## config.mk

```make
export PLATFORM = sky130hd
export DESIGN_NAME = banked_regfile_flat
export DESIGN_NICKNAME = d
export VERILOG_FILES = /design/src/rtl/regfile_pkg.sv /design/src/rtl/banked_regfile_if.sv /design/src/rtl/regfile_read_mux.sv /design/src/rtl/banked_regfile.sv /design/src/flat_wrapper.sv
export SDC_FILE = /design/constraint.sdc
export NUM_CORES = 1
export LEC_CHECK = 0
export ABC_AREA = 1
export BUFFER_PORTS_ARGS = -buffer_cell sky130_fd_sc_hd__buf_2
export CORE_MARGIN = 5
export CORE_UTILIZATION = 31
export DETAILED_ROUTE_END_ITERATION = 10
export PLACE_DENSITY = 0.52
export SLEW_MARGIN = 30
export SYNTH_ARGS = -nofsm -noshare
export SYNTH_HDL_FRONTEND = slang
export SYNTH_HIERARCHICAL = 1
export SYNTH_SLANG_ARGS = --single-unit
```

## constraint.sdc

```tcl
create_clock -name clk -period 2.5 [get_ports clk]
set_clock_uncertainty 0.15 [all_clocks]
set_input_delay 0.5 -clock clk [delete_from_list [all_inputs] [get_ports clk]]
set_output_delay 0.5 -clock clk [all_outputs]
set_load 0.005 [all_outputs]
```

## src/rtl/regfile_pkg.sv

```systemverilog
`default_nettype none
// +----------------------------------------------------------------------+
// | Module  : regfile_pkg                                                |
// | Brief   : Index, flag-bit and control encodings for banked_regfile.  |
// | Revision: 1.0                                                        |
// +----------------------------------------------------------------------+
package regfile_pkg;

  localparam int c_PAIR_AF = 0;
  localparam int c_PAIR_BC = 1;
  localparam int c_PAIR_DE = 2;
  localparam int c_PAIR_HL = 3;

  localparam logic [1:0] c_SP_NONE = 2'b00;
  localparam logic [1:0] c_SP_INC  = 2'b01;
  localparam logic [1:0] c_SP_DEC  = 2'b10;

  localparam int c_FLAG_S  = 7;
  localparam int c_FLAG_Z  = 6;
  localparam int c_FLAG_H  = 4;
  localparam int c_FLAG_PV = 2;
  localparam int c_FLAG_N  = 1;
  localparam int c_FLAG_C  = 0;

  localparam logic c_CNT_LD = 1'b0;
  localparam logic c_CNT_CP = 1'b1;

  // First index pair follows the banked general pairs
  function automatic int ix0_pair(input int num_pairs);
    return num_pairs + 1;
  endfunction

  function automatic int sp_pair(input int num_pairs, input int index_regs);
    return num_pairs + index_regs + 1;
  endfunction

endpackage
`default_nettype wire

```

## src/rtl/banked_regfile_if.sv

```systemverilog
`default_nettype none
// +----------------------------------------------------------------------+
// | Module  : banked_regfile_if                                          |
// | Brief   : Read/write/control bundle between sequencer and regfile.   |
// | Revision: 1.0                                                        |
// +----------------------------------------------------------------------+
interface banked_regfile_if #(
  parameter int DATA_W = 8,
  parameter int SEL_W  = 4,
  parameter int BANK_W = 1
);
  logic [SEL_W-1:0]    rd_sel_a;
  logic                rd_byte_a;
  logic [2*DATA_W-1:0] rd_data_a;
  logic [SEL_W-1:0]    rd_sel_b;
  logic                rd_byte_b;
  logic [2*DATA_W-1:0] rd_data_b;
  logic                wr_en;
  logic                wr_byte;
  logic [SEL_W-1:0]    wr_sel;
  logic [2*DATA_W-1:0] wr_data;
  logic                flags_we;
  logic [DATA_W-1:0]   flags_in;
  logic                cnt_dec;
  logic                cnt_mode;
  logic [1:0]          sp_step;
  logic                ex_dehl;
  logic                ex_af;
  logic                exx;
  logic [DATA_W-1:0]   flags_out;
  logic                cnt_zero;
  logic                b_zero;
  logic [BANK_W-1:0]   bank_gp;
  logic [BANK_W-1:0]   bank_af;

  modport master (
    output rd_sel_a, rd_byte_a, rd_sel_b, rd_byte_b,
    output wr_en, wr_byte, wr_sel, wr_data, flags_we, flags_in,
    output cnt_dec, cnt_mode, sp_step, ex_dehl, ex_af, exx,
    input  rd_data_a, rd_data_b, flags_out, cnt_zero, b_zero, bank_gp, bank_af
  );

  modport slave (
    input  rd_sel_a, rd_byte_a, rd_sel_b, rd_byte_b,
    input  wr_en, wr_byte, wr_sel, wr_data, flags_we, flags_in,
    input  cnt_dec, cnt_mode, sp_step, ex_dehl, ex_af, exx,
    output rd_data_a, rd_data_b, flags_out, cnt_zero, b_zero, bank_gp, bank_af
  );
endinterface
`default_nettype wire

```

## src/rtl/regfile_read_mux.sv

```systemverilog
`default_nettype none
// +----------------------------------------------------------------------+
// | Module  : regfile_read_mux                                           |
// | Brief   : Pair/byte read select with optional same-cycle forwarding. |
// | Revision: 1.0                                                        |
// +----------------------------------------------------------------------+
module regfile_read_mux #(
  parameter int DATA_W      = 8,
  parameter int NUM_ENTRIES = 7,
  parameter int SEL_W       = 4
) (
  input  wire logic [2*DATA_W-1:0] pairs [NUM_ENTRIES],
  input  wire logic [SEL_W-1:0]    sel,
  input  wire logic                rd_byte,
  input  wire logic                byp_en,
  input  wire logic                byp_byte,
  input  wire logic [SEL_W-1:0]    byp_sel,
  input  wire logic [2*DATA_W-1:0] byp_data,
  output logic      [2*DATA_W-1:0] data
);
  localparam int c_PW = 2 * DATA_W;

  logic [SEL_W-1:0] w_pidx;
  logic [SEL_W-1:0] w_byp_pidx;
  logic [c_PW-1:0]  w_pair;

  always_comb begin
    w_pidx     = rd_byte  ? {1'b0, sel[SEL_W-1:1]}     : sel;
    w_byp_pidx = byp_byte ? {1'b0, byp_sel[SEL_W-1:1]} : byp_sel;
    w_pair     = '0;
    for (int i = 0; i < NUM_ENTRIES; i++) begin
      if (w_pidx == SEL_W'(i)) w_pair = pairs[i];
    end
    // Only the half actually written is forwarded on partial overlap
    if (byp_en && (w_byp_pidx == w_pidx) && (w_pidx < SEL_W'(NUM_ENTRIES))) begin
      if (!byp_byte || !byp_sel[0])
        w_pair[c_PW-1:DATA_W] = byp_byte ? byp_data[DATA_W-1:0] : byp_data[c_PW-1:DATA_W];
      if (!byp_byte || byp_sel[0])
        w_pair[DATA_W-1:0] = byp_data[DATA_W-1:0];
    end
  end

  assign data = rd_byte ? {{DATA_W{1'b0}}, (sel[0] ? w_pair[DATA_W-1:0] : w_pair[c_PW-1:DATA_W])}
                        : w_pair;

endmodule
`default_nettype wire

```

## src/rtl/banked_regfile.sv

```systemverilog
`default_nettype none
// +----------------------------------------------------------------------+
// | Module  : banked_regfile                                             |
// | Brief   : Banked CPU register file; define REGFILE_BYPASS_EN to      |
// |           forward same-cycle writes to the read ports.               |
// | Revision: 1.0                                                        |
// +----------------------------------------------------------------------+
module banked_regfile
  import regfile_pkg::*;
#(
  parameter int                DATA_W     = 8,
  parameter int                NUM_PAIRS  = 3,
  parameter int                NUM_BANKS  = 2,
  parameter int                INDEX_REGS = 2,
  parameter int                SEL_W      = 4,
  parameter logic [DATA_W-1:0] FLAG_MASK  = 8'hD7
) (
  input wire logic        clk,
  input wire logic        n_reset,
  banked_regfile_if.slave bus
);
  localparam int c_PW     = 2 * DATA_W;
  localparam int c_NE     = NUM_PAIRS + INDEX_REGS + 2;
  localparam int c_BANK_W = $clog2(NUM_BANKS);
  localparam int c_IX0    = ix0_pair(NUM_PAIRS);
  localparam int c_SP     = sp_pair(NUM_PAIRS, INDEX_REGS);

  logic [c_PW-1:0]     r_af [NUM_BANKS];
  logic [c_PW-1:0]     r_gp [NUM_BANKS][NUM_PAIRS];
  logic [c_PW-1:0]     r_ix [INDEX_REGS];
  logic [c_PW-1:0]     r_sp;
  logic [c_BANK_W-1:0] r_bank_gp;
  logic [c_BANK_W-1:0] r_bank_af;

  logic [c_PW-1:0]  w_cur [c_NE];
  logic [c_PW-1:0]  w_nxt [c_NE];
  logic [SEL_W-1:0] w_wr_pidx;
  logic             w_wr_hi;
  logic             w_wr_lo;
  logic             w_ex_dehl;
  logic             w_drop;
  logic             w_byp_en;

  // Flat view of the currently visible pairs, indexed like the selectors
  always_comb begin
    w_cur[c_PAIR_AF] = r_af[r_bank_af];
    for (int i = 0; i < NUM_PAIRS; i++) w_cur[c_PAIR_BC + i] = r_gp[r_bank_gp][i];
    for (int i = 0; i < INDEX_REGS; i++) w_cur[c_IX0 + i] = r_ix[i];
    w_cur[c_SP] = r_sp;
  end

  assign w_ex_dehl = bus.ex_dehl && !bus.exx;
  assign w_wr_pidx = bus.wr_byte ? {1'b0, bus.wr_sel[SEL_W-1:1]} : bus.wr_sel;
  assign w_wr_hi   = !bus.wr_byte || !bus.wr_sel[0];
  assign w_wr_lo   = !bus.wr_byte ||  bus.wr_sel[0];

  // Later statements take priority: step/dec < flags_we < wr_en < cnt flags < exchange
  always_comb begin
    w_drop = 1'b0;
    for (int i = 0; i < c_NE; i++) w_nxt[i] = w_cur[i];
    if (bus.sp_step == c_SP_INC)      w_nxt[c_SP] = w_cur[c_SP] + c_PW'(2);
    else if (bus.sp_step == c_SP_DEC) w_nxt[c_SP] = w_cur[c_SP] - c_PW'(2);
    if (bus.cnt_dec && !bus.exx) w_nxt[c_PAIR_BC] = w_cur[c_PAIR_BC] - c_PW'(1);
    if (bus.flags_we && !bus.ex_af) w_nxt[c_PAIR_AF][DATA_W-1:0] = bus.flags_in & FLAG_MASK;
    for (int i = 0; i < c_NE; i++) begin
      w_drop = ((i == c_PAIR_AF) && bus.ex_af) ||
               ((i >= c_PAIR_BC) && (i <= NUM_PAIRS) && bus.exx) ||
               (((i == c_PAIR_DE) || (i == c_PAIR_HL)) && w_ex_dehl);
      if (bus.wr_en && (w_wr_pidx == SEL_W'(i)) && !w_drop) begin
        if (w_wr_hi)
          w_nxt[i][c_PW-1:DATA_W] = bus.wr_byte ? bus.wr_data[DATA_W-1:0]
                                                : bus.wr_data[c_PW-1:DATA_W];
        if (w_wr_lo) w_nxt[i][DATA_W-1:0] = bus.wr_data[DATA_W-1:0];
      end
    end
    if (bus.cnt_dec && !bus.ex_af) begin
      w_nxt[c_PAIR_AF][c_FLAG_PV] = (w_cur[c_PAIR_BC] != c_PW'(1));
      if (bus.cnt_mode == c_CNT_LD) begin
        w_nxt[c_PAIR_AF][c_FLAG_H] = 1'b0;
        w_nxt[c_PAIR_AF][c_FLAG_N] = 1'b0;
      end
    end
    if (w_ex_dehl) begin
      w_nxt[c_PAIR_DE] = w_cur[c_PAIR_HL];
      w_nxt[c_PAIR_HL] = w_cur[c_PAIR_DE];
    end
  end

  always_ff @(posedge clk) begin
    if (!n_reset) begin
      for (int b = 0; b < NUM_BANKS; b++) begin
        r_af[b] <= '0;
        for (int i = 0; i < NUM_PAIRS; i++) r_gp[b][i] <= '0;
      end
      for (int i = 0; i < INDEX_REGS; i++) r_ix[i] <= '0;
      r_sp      <= '0;
      r_bank_gp <= '0;
      r_bank_af <= '0;
    end else begin
      r_af[r_bank_af] <= w_nxt[c_PAIR_AF];
      for (int i = 0; i < NUM_PAIRS; i++) r_gp[r_bank_gp][i] <= w_nxt[c_PAIR_BC + i];
      for (int i = 0; i < INDEX_REGS; i++) r_ix[i] <= w_nxt[c_IX0 + i];
      r_sp <= w_nxt[c_SP];
      if (bus.ex_af) r_bank_af <= r_bank_af + c_BANK_W'(1);
      if (bus.exx)   r_bank_gp <= r_bank_gp + c_BANK_W'(1);
    end
  end

`ifdef REGFILE_BYPASS_EN
  assign w_byp_en = bus.wr_en;
`else
  assign w_byp_en = 1'b0;
`endif

  regfile_read_mux #(.DATA_W(DATA_W), .NUM_ENTRIES(c_NE), .SEL_W(SEL_W)) u_mux_a (
    .pairs    (w_cur),
    .sel      (bus.rd_sel_a),
    .rd_byte  (bus.rd_byte_a),
    .byp_en   (w_byp_en),
    .byp_byte (bus.wr_byte),
    .byp_sel  (bus.wr_sel),
    .byp_data (bus.wr_data),
    .data     (bus.rd_data_a)
  );

  regfile_read_mux #(.DATA_W(DATA_W), .NUM_ENTRIES(c_NE), .SEL_W(SEL_W)) u_mux_b (
    .pairs    (w_cur),
    .sel      (bus.rd_sel_b),
    .rd_byte  (bus.rd_byte_b),
    .byp_en   (w_byp_en),
    .byp_byte (bus.wr_byte),
    .byp_sel  (bus.wr_sel),
    .byp_data (bus.wr_data),
    .data     (bus.rd_data_b)
  );

  assign bus.flags_out = w_cur[c_PAIR_AF][DATA_W-1:0];
  assign bus.cnt_zero  = (w_cur[c_PAIR_BC] == '0);
  assign bus.b_zero    = (w_cur[c_PAIR_BC][c_PW-1:DATA_W] == '0);
  assign bus.bank_gp   = r_bank_gp;
  assign bus.bank_af   = r_bank_af;

endmodule
`default_nettype wire
```

## src/flat_wrapper.sv

```systemverilog
// flat-port wrapper written by rule: the top's interface ports become plain ports
module banked_regfile_flat import regfile_pkg::*;
#(
  parameter int                DATA_W     = 8,
  parameter int                NUM_PAIRS  = 3,
  parameter int                NUM_BANKS  = 2,
  parameter int                INDEX_REGS = 2,
  parameter int                SEL_W      = 4,
  parameter logic [DATA_W-1:0] FLAG_MASK  = 8'hD7
)
  (clk, n_reset, bus_rd_sel_a, bus_rd_byte_a, bus_rd_sel_b, bus_rd_byte_b, bus_wr_en, bus_wr_byte, bus_wr_sel, bus_wr_data, bus_flags_we, bus_flags_in, bus_cnt_dec, bus_cnt_mode, bus_sp_step, bus_ex_dehl, bus_ex_af, bus_exx, bus_rd_data_a, bus_rd_data_b, bus_flags_out, bus_cnt_zero, bus_b_zero, bus_bank_gp, bus_bank_af);
  banked_regfile_if #(.DATA_W(DATA_W), .SEL_W(SEL_W)) bus_i ();
  input wire logic clk;
  input wire logic n_reset;
  input wire logic [$bits(bus_i.rd_sel_a)-1:0] bus_rd_sel_a;
  input wire logic [$bits(bus_i.rd_byte_a)-1:0] bus_rd_byte_a;
  input wire logic [$bits(bus_i.rd_sel_b)-1:0] bus_rd_sel_b;
  input wire logic [$bits(bus_i.rd_byte_b)-1:0] bus_rd_byte_b;
  input wire logic [$bits(bus_i.wr_en)-1:0] bus_wr_en;
  input wire logic [$bits(bus_i.wr_byte)-1:0] bus_wr_byte;
  input wire logic [$bits(bus_i.wr_sel)-1:0] bus_wr_sel;
  input wire logic [$bits(bus_i.wr_data)-1:0] bus_wr_data;
  input wire logic [$bits(bus_i.flags_we)-1:0] bus_flags_we;
  input wire logic [$bits(bus_i.flags_in)-1:0] bus_flags_in;
  input wire logic [$bits(bus_i.cnt_dec)-1:0] bus_cnt_dec;
  input wire logic [$bits(bus_i.cnt_mode)-1:0] bus_cnt_mode;
  input wire logic [$bits(bus_i.sp_step)-1:0] bus_sp_step;
  input wire logic [$bits(bus_i.ex_dehl)-1:0] bus_ex_dehl;
  input wire logic [$bits(bus_i.ex_af)-1:0] bus_ex_af;
  input wire logic [$bits(bus_i.exx)-1:0] bus_exx;
  output wire logic [$bits(bus_i.rd_data_a)-1:0] bus_rd_data_a;
  output wire logic [$bits(bus_i.rd_data_b)-1:0] bus_rd_data_b;
  output wire logic [$bits(bus_i.flags_out)-1:0] bus_flags_out;
  output wire logic [$bits(bus_i.cnt_zero)-1:0] bus_cnt_zero;
  output wire logic [$bits(bus_i.b_zero)-1:0] bus_b_zero;
  output wire logic [$bits(bus_i.bank_gp)-1:0] bus_bank_gp;
  output wire logic [$bits(bus_i.bank_af)-1:0] bus_bank_af;
  assign bus_i.rd_sel_a = bus_rd_sel_a;
  assign bus_i.rd_byte_a = bus_rd_byte_a;
  assign bus_i.rd_sel_b = bus_rd_sel_b;
  assign bus_i.rd_byte_b = bus_rd_byte_b;
  assign bus_i.wr_en = bus_wr_en;
  assign bus_i.wr_byte = bus_wr_byte;
  assign bus_i.wr_sel = bus_wr_sel;
  assign bus_i.wr_data = bus_wr_data;
  assign bus_i.flags_we = bus_flags_we;
  assign bus_i.flags_in = bus_flags_in;
  assign bus_i.cnt_dec = bus_cnt_dec;
  assign bus_i.cnt_mode = bus_cnt_mode;
  assign bus_i.sp_step = bus_sp_step;
  assign bus_i.ex_dehl = bus_ex_dehl;
  assign bus_i.ex_af = bus_ex_af;
  assign bus_i.exx = bus_exx;
  assign bus_rd_data_a = bus_i.rd_data_a;
  assign bus_rd_data_b = bus_i.rd_data_b;
  assign bus_flags_out = bus_i.flags_out;
  assign bus_cnt_zero = bus_i.cnt_zero;
  assign bus_b_zero = bus_i.b_zero;
  assign bus_bank_gp = bus_i.bank_gp;
  assign bus_bank_af = bus_i.bank_af;
  banked_regfile #(.DATA_W(DATA_W), .NUM_PAIRS(NUM_PAIRS), .NUM_BANKS(NUM_BANKS), .INDEX_REGS(INDEX_REGS), .SEL_W(SEL_W), .FLAG_MASK(FLAG_MASK)) u_core (.clk(clk), .n_reset(n_reset), .bus(bus_i));
endmodule
```

==> results list, run 1 <==
* Share of layout cells above drive strength 1: 0.267
- Final period util: 1.17
- Fraction of registers with async set or reset after synthesis: 0
- In this run the remaining antenna-violating nets after routing total 0.
- Sorting the synthesized cells by area gives the leading types as sky130_fd_sc_hd__edfxtp_1 28%, sky130_fd_sc_hd__nand2_1 21%, sky130_fd_sc_hd__dfxtp_1 7.6%.
- The Yosys step of the flow raised 6 warnings.
* Worst relative slew slack: 0.612
* Max capacitance violation total: 0
- The number of hold buffers added after CTS was 0.
- From synthesis to final layout, the design area changed by 32.5%.
- After layout, the minimum clock period comes to 2930 ps.
* Synth Instances: 2116
* Peak clock frequency supported by timing: ~340 MHz
* Via count of the first global-routing pass: 13700
- Routed WL per cell: 19.6 um
- Row cnt: 77
- The multi-input combinational cells in the finished layout cover a total of between 8000 and 9000 um2.
* GRT Total Usage: 0.232
* Post-synthesis compound-gate area fraction: 0.126
- Util after Layout: 0.412
- Of the total synthesized cell area, the portion taken by AND, OR, NAND and NOR gates is 0.383.
- CTS built an H-tree with a depth of 4.
* Number of enable flip-flop cells after synthesis: 128
* Outcome: finished, violations left
* Die W: 220 um
- Total via count after detailed routing: roughly 15000
- The initial antenna violation count came to 1.
- For this configuration, the core starts out at a cell density of 0.311.
- For the worst setup path, the data required time is between 1500 and 2000 ps.
- After filler insertion, the fill cell instance count of the layout stands at 4667.
- Violated checks: negative setup slack
- The floorplan step set the die height to 220 um.
* Latest clock arrival within the worst-skew pair: between 400 and 500 ps
- Data arrives at the worst endpoint at 2280 ps.
- Proportion of synthesized chip area in sequential cells: 0.357
* Post-synthesis register bit count: 180
- Main combinational cell family by area after synthesis: simple AND/OR/NAND/NOR gates
* Worst reg-to-reg setup slack: 150 ps
- The clock drives 180 sinks.
- Final-stage net count: 2410
* Area share of the largest cell type after synthesis: 0.281
- Of the total synthesized cell area, the portion taken by XOR and XNOR cells is 0.00705.
- Clock-pin slew was measured on the worst setup and hold paths at 90 ps.
- Syn avg cell area: 6.46 um2
* Total Wirelength: 58.0 mm
- Startpoint of the lowest-slack hold path: bus_ex_af
- Pwr Density: 545 nW/um2
- The synthesized netlist contains 47 unique library cells.
* Worst reg2reg path depth: 13
- The mapped netlist covers 13700 um2.
- Weighted congestion reported at the end of routability-driven placement: ~1
- Top FF cell, synth: sky130_fd_sc_hd__edfxtp_1
- The signal on the critical path passes through inv_4, or2_4, o21ai_2, buf_6, inv_6, nand4_1, nand3_2, nor2_4, nand4_1, nand2_2, nand2_1, nand2_1, nand2_1, buf_2.
- The first detailed-routing pass took 5 iterations.
- Final setup violating endpoints: 34
- Kind of cell adding the most delay to the critical path: simple AND/OR/NAND/NOR gates
- The tightest min-delay check is of the in -> reg type.
* Proportion of synthesized area in mux cells: 0.0139
- Count of port buffers added during placement: between 90 and 100
- Kind of start point of the critical path: flop
- Core footprint: 43900 um2
* Most numerous cell on the critical path: sky130_fd_sc_hd__nand2_1
- For this run, design rule violations remaining after detail routing come to 0.
* Clock tree from TritonCTS: built
- Largest net degree at the start of global routing: 59
- For this run, the slowest stage of the critical path takes 380 ps.
* Share of synthesized cell area in full adder, half adder and majority cells: 0.00366
* Kind of critical path: reg -> out
* Slowest-stage cell, CP: sky130_fd_sc_hd__dfxtp_4
* Highest net fanout along the worst path: 3
- The tree is rooted in a sky130_fd_sc_hd__clkbuf_16.
* Slew at the pin with the worst max-slew slack: just under 600 ps
- The first global-routing pass estimated between 80 and 90 mm of wire.
- Total die area: about 48000 um2
- TritonCTS created 17 clock buffers.
- The repair_antennas step left the layout with diodes totalling 0.
- Cell taking the most area after synthesis: sky130_fd_sc_hd__edfxtp_1
- The count of pins over their slew limit came to 0.
- Final Hold Viols: 0
- The worst hold path passes through 2 cells.
- Total half-perimeter wirelength after legalization and detailed placement: between 40 and 50 mm
- The number of buffers and inverters on the critical path is 4.
- 94 I/O pins were placed.
- Reg-to-reg endpoint: u_core/r_gp[0][43]
- Crit. End Element: primary output
- Summed negative setup slack over all endpoints: -10410 ps
- For this block, the initial DRC count from the detailed router was 1686.
- Setup repair after global routing could not meet its margin everywhere.
- Across all setup checks in the final design, the least slack found is -427 ps.
* Final global-route overflow total: 0
- In this run the deepest clock path goes through 2 buffers.
* Peak supply drop: 0.454 mV
* Lkg Pwr: 8.89 nW
* Detail-routed via count per cell: 5.10
* Footprint of the flip-flops and latches: around 5000 um2
[where the power goes]
group | total [W] | leakage, nW | internal [W] | switching (W)
combinational | 0.00319 | 6.74 | 0.00118 | 0.00201
sequential | 0.00365 | 1.84 | 0.00350 | 0.000149
clock | 0.00304 | 0.313 | 0.00157 | 0.00147
total | 0.00987 | 8.89 | 0.00624 | 0.00363
[cells in the final DEF, fill, tap and decap left out, drive strengths merged, types with 6 or more instances in the layout]
| cell type | instances |
|---|---|
| nand2 | 790 |
| buf | 307 |
| inv | 269 |
| nor2 | 221 |
| o21ai | 139 |
| nand3 | 131 |
| edfxtp | 128 |
| a21oi | 116 |
| dfxtp | 52 |
| nand4 | 37 |
| clkbuf | 20 |
| or2 | 18 |
| o211a | 16 |
| nor3b | 16 |
| mux2 | 16 |
| nor3 | 16 |
| a22o | 12 |
| clkinv | 11 |
| xor2 | 10 |
| a31oi | 9 |
| and2 | 6 |
[synthesized netlist by cell type (all sizes together), types with 3 or more instances]
| cell | count |
|---|---|
| a22o | 12 |
| a21oi | 116 |
| nand4 | 37 |
| inv | 265 |
| edfxtp | 128 |
| o21bai | 4 |
| ha | 4 |
| o22ai | 3 |
| nor3b | 16 |
| nand3 | 131 |
| o21ai | 139 |
| and2 | 6 |
| clkbuf | 28 |
| a211oi | 4 |
| dfxtp | 52 |
| buf | 62 |
| or2 | 18 |
| o211a | 16 |
| mux2 | 16 |
| a31oi | 9 |
| nor3 | 16 |
| clkinv | 5 |
| nor2 | 221 |
| xor2 | 10 |
| nand2 | 790 |
[cells by family (layout without fill, tap and decap cells)]
| kind of cell | count (synthesis) | after routing |
|---|---|---|
| AO/OA/AOI/OAI | 306 | 306 |
| buffers and inverters | 360 | 612 |
| multiplexers | 17 | 17 |
| adder cells (fa/ha/maj) | 4 | 4 |
| flip-flops | 180 | 180 |
| other | 1 | 2 |
| AND/OR/NAND/NOR | 1237 | 1237 |
| XOR/XNOR | 11 | 11 |
[timing repair]
item / 4_1_cts / 5_1_grt
setup endpoints to repair: 44 / 46
gates resized for setup: 201 / 133
pin swaps: 57 / 58
cloned: 1 / 3
setup buffers: 7 / 20
[cell type report]
class                      count  area share
clock buffer                  17      0.0235
tap                          592      0.0409
clock inverter                15      0.0126
sequential                   180       0.270
timing repair buffer         310       0.142
multi-input combinational   1577       0.453
inverter                     270      0.0579
[state kept, by name, summed over array words and instances (netlist names), named ones only]
signal and cells:
u_core/bus.bank_af 1, u_core/bus.bank_gp 1, u_core/r_af 32, u_core/r_gp 96
u_core/r_ix 32, u_core/r_sp 16
[how the worst max path moves through the flow]
stage	startpoint	end	slack, ps	cells after the start
global route	flop	bus_rd_data_a[7]	-550	14
finish	flop	bus_rd_data_a[7]	-430	14
detailed placement	bus_rd_byte_a	bus_rd_data_a[0]	-560	15
global placement	bus_rd_byte_b	bus_rd_data_b[0]	-560	14
CTS	flop	bus_rd_data_a[7]	-430	14
floorplan	bus_rd_byte_a	bus_rd_data_a[6]	90	13
[worst reg2reg max path: cells and delay by family (launching register included)]
family / cells / cell delay [ps]
compound gates: 1 / 150
buf+inv: 5 / 650
flops: 1 / 370
simple gates: 7 / 800
[through the flow]
stage | instance area, um2 | hold slack [ps] | setup slack [ps] | power [W] | std cells
after floorplan | 13700 | 304 | 94.3 | 0.00521 | 2117
after global placement | 16100 | 317 | -559 | 0.00641 | 2899
after detailed placement | 16100 | 326 | -556 | 0.00643 | 2899
after CTS | 17400 | 153 | -430 | 0.00969 | 2938
after global routing | 18100 | 186 | -549 | 0.0104 | 2961
final | 18100 | 167 | -427 | 0.00987 | 2961
[metal layers]
layer,track usage,up-vias,part of all wire
met5,0,-,0.00014
met4,0.0728,2,0.032
met3,0.0404,93,0.078
met2,0.370,563,0.46
met1,0.320,7171,0.43
li1,-,7265,-
Power figures use the tool's default switching activity.
==> run 2, diff against run 1 <==
--- a/config.mk
+++ b/config.mk
@@ -5,7 +5,6 @@
 export SDC_FILE = /design/constraint.sdc
 export NUM_CORES = 1
 export LEC_CHECK = 0
-export ABC_AREA = 1
 export BUFFER_PORTS_ARGS = -buffer_cell sky130_fd_sc_hd__buf_2
 export CORE_MARGIN = 5
 export CORE_UTILIZATION = 31
==> run 2 against run 1 <==
  * Worst hold slack better by 89 ps
  * First-iteration DRC count is 6.9% higher
  * Cell count is 5.5% lower
  * The run still ends with negative setup slack left
==> results list, run 2 <==
* Wire length of the first global-routing pass: 105 mm (+24%)
- The core footprint came to 48600 um2 (+11%).
* Largest buffer count on any clock path: 2 (unchanged)
- The worst setup path is captured at a primary output.
- The number of storage elements in the synthesis netlist was 180 (unchanged).
- The final weighted congestion of routability-driven global placement came to 0.977 (+0.65%).
- Leading cell type by number of instances after synthesis: sky130_fd_sc_hd__o21ai_0
* Kind of critical path: reg -> out
- The delay of the slowest cell on the worst path is 480 ps (+100 ps).
- The clock-pin slew on the worst setup and hold paths came to 80 ps (about the same).
- Final setup violating endpoints: 62 (+82%)
* Cell taking the most area after synthesis: sky130_fd_sc_hd__edfxtp_1
- The run finished, with violations left.
* Via count of the first global-routing pass: 15800 (+15%)
* Top FF cell, synth: sky130_fd_sc_hd__edfxtp_1
- The area share of the largest cell type after synthesis was 0.254 (-0.0275).
- Proportion of synthesized chip area in sequential cells: 0.322 (-0.0350)
* Cells along the critical path: buf_6, mux2_2, a22oi_1, a31oi_1, buf_4, o221ai_1, o211ai_1, buf_2
- The level count of the clock H-tree was 4 (unchanged).
- Number of remaining DRC errors: 0 (unchanged)
- The number of nets with antenna violations after routing was 0 (unchanged).
* Top-Level Pins: 94 (unchanged)
* List of most frequent post-synthesis cells: 179 x sky130_fd_sc_hd__o21ai_0, 162 x sky130_fd_sc_hd__nor2_1, 128 x sky130_fd_sc_hd__edfxtp_1, 118 x sky130_fd_sc_hd__clkbuf_1, 115 x sky130_fd_sc_hd__inv_1
- TritonCTS Sinks: 180 (unchanged)
- Count of port buffers added during placement: 91 (unchanged)
- Number of warnings issued by yosys: 6 (unchanged)
- Largest regs: u_core/r_gp x96, u_core/r_af x32, u_core/r_ix x32
- Placed instance area: 19000 um2 (+18%)
- The fraction of registers with async set/reset was 0 (unchanged).
- The routed wire length per instance is 26.1 um (+33%).
- The die width is 231 um (+5.1%).
* Synth cell types: 93 (+98%)
* Final Hold Viols: 0 (unchanged)
- Clock tree from TritonCTS: built
- In this run the worst hold path is classified as in -> reg.
- Required time worst endpoint: 1850 ps (about the same)
- The highest fanout seen on the critical path is 15 (+12).
* Drt pass-1 iters: 5 (unchanged)
- The DRC violation total after the first TritonRoute iteration came to 1802 (+6.9%).
- The initial antenna violation count was 1 (unchanged).
* Synth Instances: 1834 (-13%)
* Lkg Pwr: 8.37 nW (-5.9%)
- Post-Layout Inst Area: 20700 um2 (+14%)
* Hold_buf cts: 0 (unchanged)
- GRT Total Usage: 0.265 (+0.0332)
* Tmin final: 3400 ps (+473 ps)
* Slowest-stage cell, CP: sky130_fd_sc_hd__dfxtp_4
- Share of layout cells above drive strength 1: 0.364 (+0.0967)
* Area Growth Syn to Fin: 36.8%
* Total Wirelength: 73.0 mm (+26%)
- Total via count after detailed routing: 16600 (+9.8%)
* Worst relative slew slack: 0.493 (-0.119)
- Worst-case setup margin in the final layout: -900 ps (-473 ps)
- Max capacitance violation total: 0 (unchanged)
* Total die area: 53400 um2 (+10%)
* Cell types occupying the most area after synthesis: sky130_fd_sc_hd__edfxtp_1 25%, sky130_fd_sc_hd__mux2i_1 7.4%, sky130_fd_sc_hd__dfxtp_1 6.9%
- The upper clock frequency limit came to 294 MHz (-14%).
- The maximum number of pins on one net before global-route repair came to 34 (-42%).
* Pwr Density: 520 nW/um2 (-4.5%)
* Slew at the pin with the worst max-slew slack: 761 ps (+180 ps)
* Row cnt: 81 (+5.2%)
* Syn avg cell area: 8.27 um2 (+28%)
- The count of pins over their slew limit was 0 (unchanged).
- Number of enable flip-flop cells after synthesis: 128 (unchanged)
* Detail-routed via count per cell: 5.92 (+16%)
* Final period util: 1.36 (+0.189)
- Kind of cell adding the most delay to the critical path: compound AO/OA/AOI/OAI gates
* Root cell of the clock tree: sky130_fd_sc_hd__clkbuf_16
- Area of the mapped netlist: 15200 um2 (+11%)
- Latest clock arrival within the worst-skew pair: 510 ps (+50 ps)
- More flip-flops sit in one register than any other, and that register is u_core/r_gp.
* Chip height: 231 um (+5.1%)
- The worst hold path depth was 3 (+1).
- Highest-count cells in the layout ignoring fill and taps: 361 x sky130_fd_sc_hd__buf_4, 158 x sky130_fd_sc_hd__o21ai_0, 146 x sky130_fd_sc_hd__nor2_1
* Final-stage net count: 2217 (-8.0%)
- Peak supply drop: 0.369 mV (-19%)
- The worst slack on hold paths is 257 ps (+89.4 ps).
- Violated checks: negative setup slack
- Effective utilization at floorplan: 0.312 (+0.000367)
- Number of CTS-inserted buffers: 17 (unchanged)
* Final global-route overflow total: 0 (unchanged)
* Setup repair after global routing missed its margin: true
* Most common cell after layout, fill and taps aside: sky130_fd_sc_hd__buf_4
- The worst setup path is launched from a flop.
- The number of stages on the worst setup path is 8 (-6).
- The number of cells traversed by the worst register-to-register path is 11 (-2).
- Crit path buf inv count: 3 (-1)
- Data arrival time at the worst-slack endpoint: 2750 ps (+470 ps)
* Total half-perimeter wirelength after legalization and detailed placement: 57.1 mm (+31%)
- Number of flip-flops under the largest register name: 96 (unchanged)
-- run 2: final timing paths --
kind | startpoint | to | slack, ps
max | flop | bus_rd_data_a[6] | -900
min | bus_exx | flop | 260
max reg2reg | flop | u_core/r_gp[1][42] | -370
min reg2reg | u_core/r_ix[0][24] | u_core/r_ix[0][24] | 370
-- run 2: cells by family (layout without fill, tap and decap cells) --
logic type,count (synthesis),after routing,synth area share
flip-flops,180,180,0.322
XOR/XNOR,28,28,0.0162
adder cells (fa/ha/maj),4,4,0.00330
other,1,3,0.000247
buffers and inverters,298,639,0.0845
AND/OR/NAND/NOR,523,523,0.187
AO/OA/AOI/OAI,650,650,0.283
multiplexers,150,150,0.103
-- run 2: through the flow --
stage	TNS, ps	worst slack [ps]	instances	util	power (W)
after floorplan	-2820	-195	1835	-	0.00571
after global placement	-24570	-875	2750	0.391	0.00742
after detailed placement	-25090	-826	2750	0.391	0.00746
after CTS	-31180	-912	2791	0.416	0.0105
after global routing	-37710	-1000	2799	0.426	0.0112
final	-31530	-900	2799	0.426	0.0108
-- run 2: worst register-to-register path: cells and delay by family, from the launching register on --
kind	cells	cell delay, ps
buffers and inverters	4	550
flip-flops	1	480
AND/OR/NAND/NOR	4	800
multiplexers	1	260
AO/OA/AOI/OAI	1	210
adder cells (fa/ha/maj)	1	150
-- run 2: timing repair --
action                                 in CTS  in global routing
gates cloned                                1                  0
resized for setup                         127                 95
endpoints found under the hold margin       0                  0
pin swaps                                  21                 35
setup endpoints to repair                  65                 64
buffers inserted                            9                  7
-- run 2: cell type report --
type	count	area (um2)
timing repair buffer	492	3850
fill	4846	27900
inverter	115	442
antenna	1	2.50
multi-input combinational	1357	10200
tap	622	778
clock inverter	15	176
clock buffer	17	425
sequential	180	4890
-- run 2: metal layers --
metal  up-vias  track usage  share of wire
met5         -            0              0
met4         0        0.101          0.039
met3       119       0.0576          0.081
met2       726        0.413           0.45
met1      8150        0.361           0.43
li1       7575            -              -
-- run 2: report_power, final --
part           internal (W)  switching (W)  total [W]
Sequential          0.00354       0.000247    0.00379
Combinational       0.00179        0.00239    0.00418
Clock               0.00135        0.00147    0.00282
Total               0.00668        0.00410     0.0108
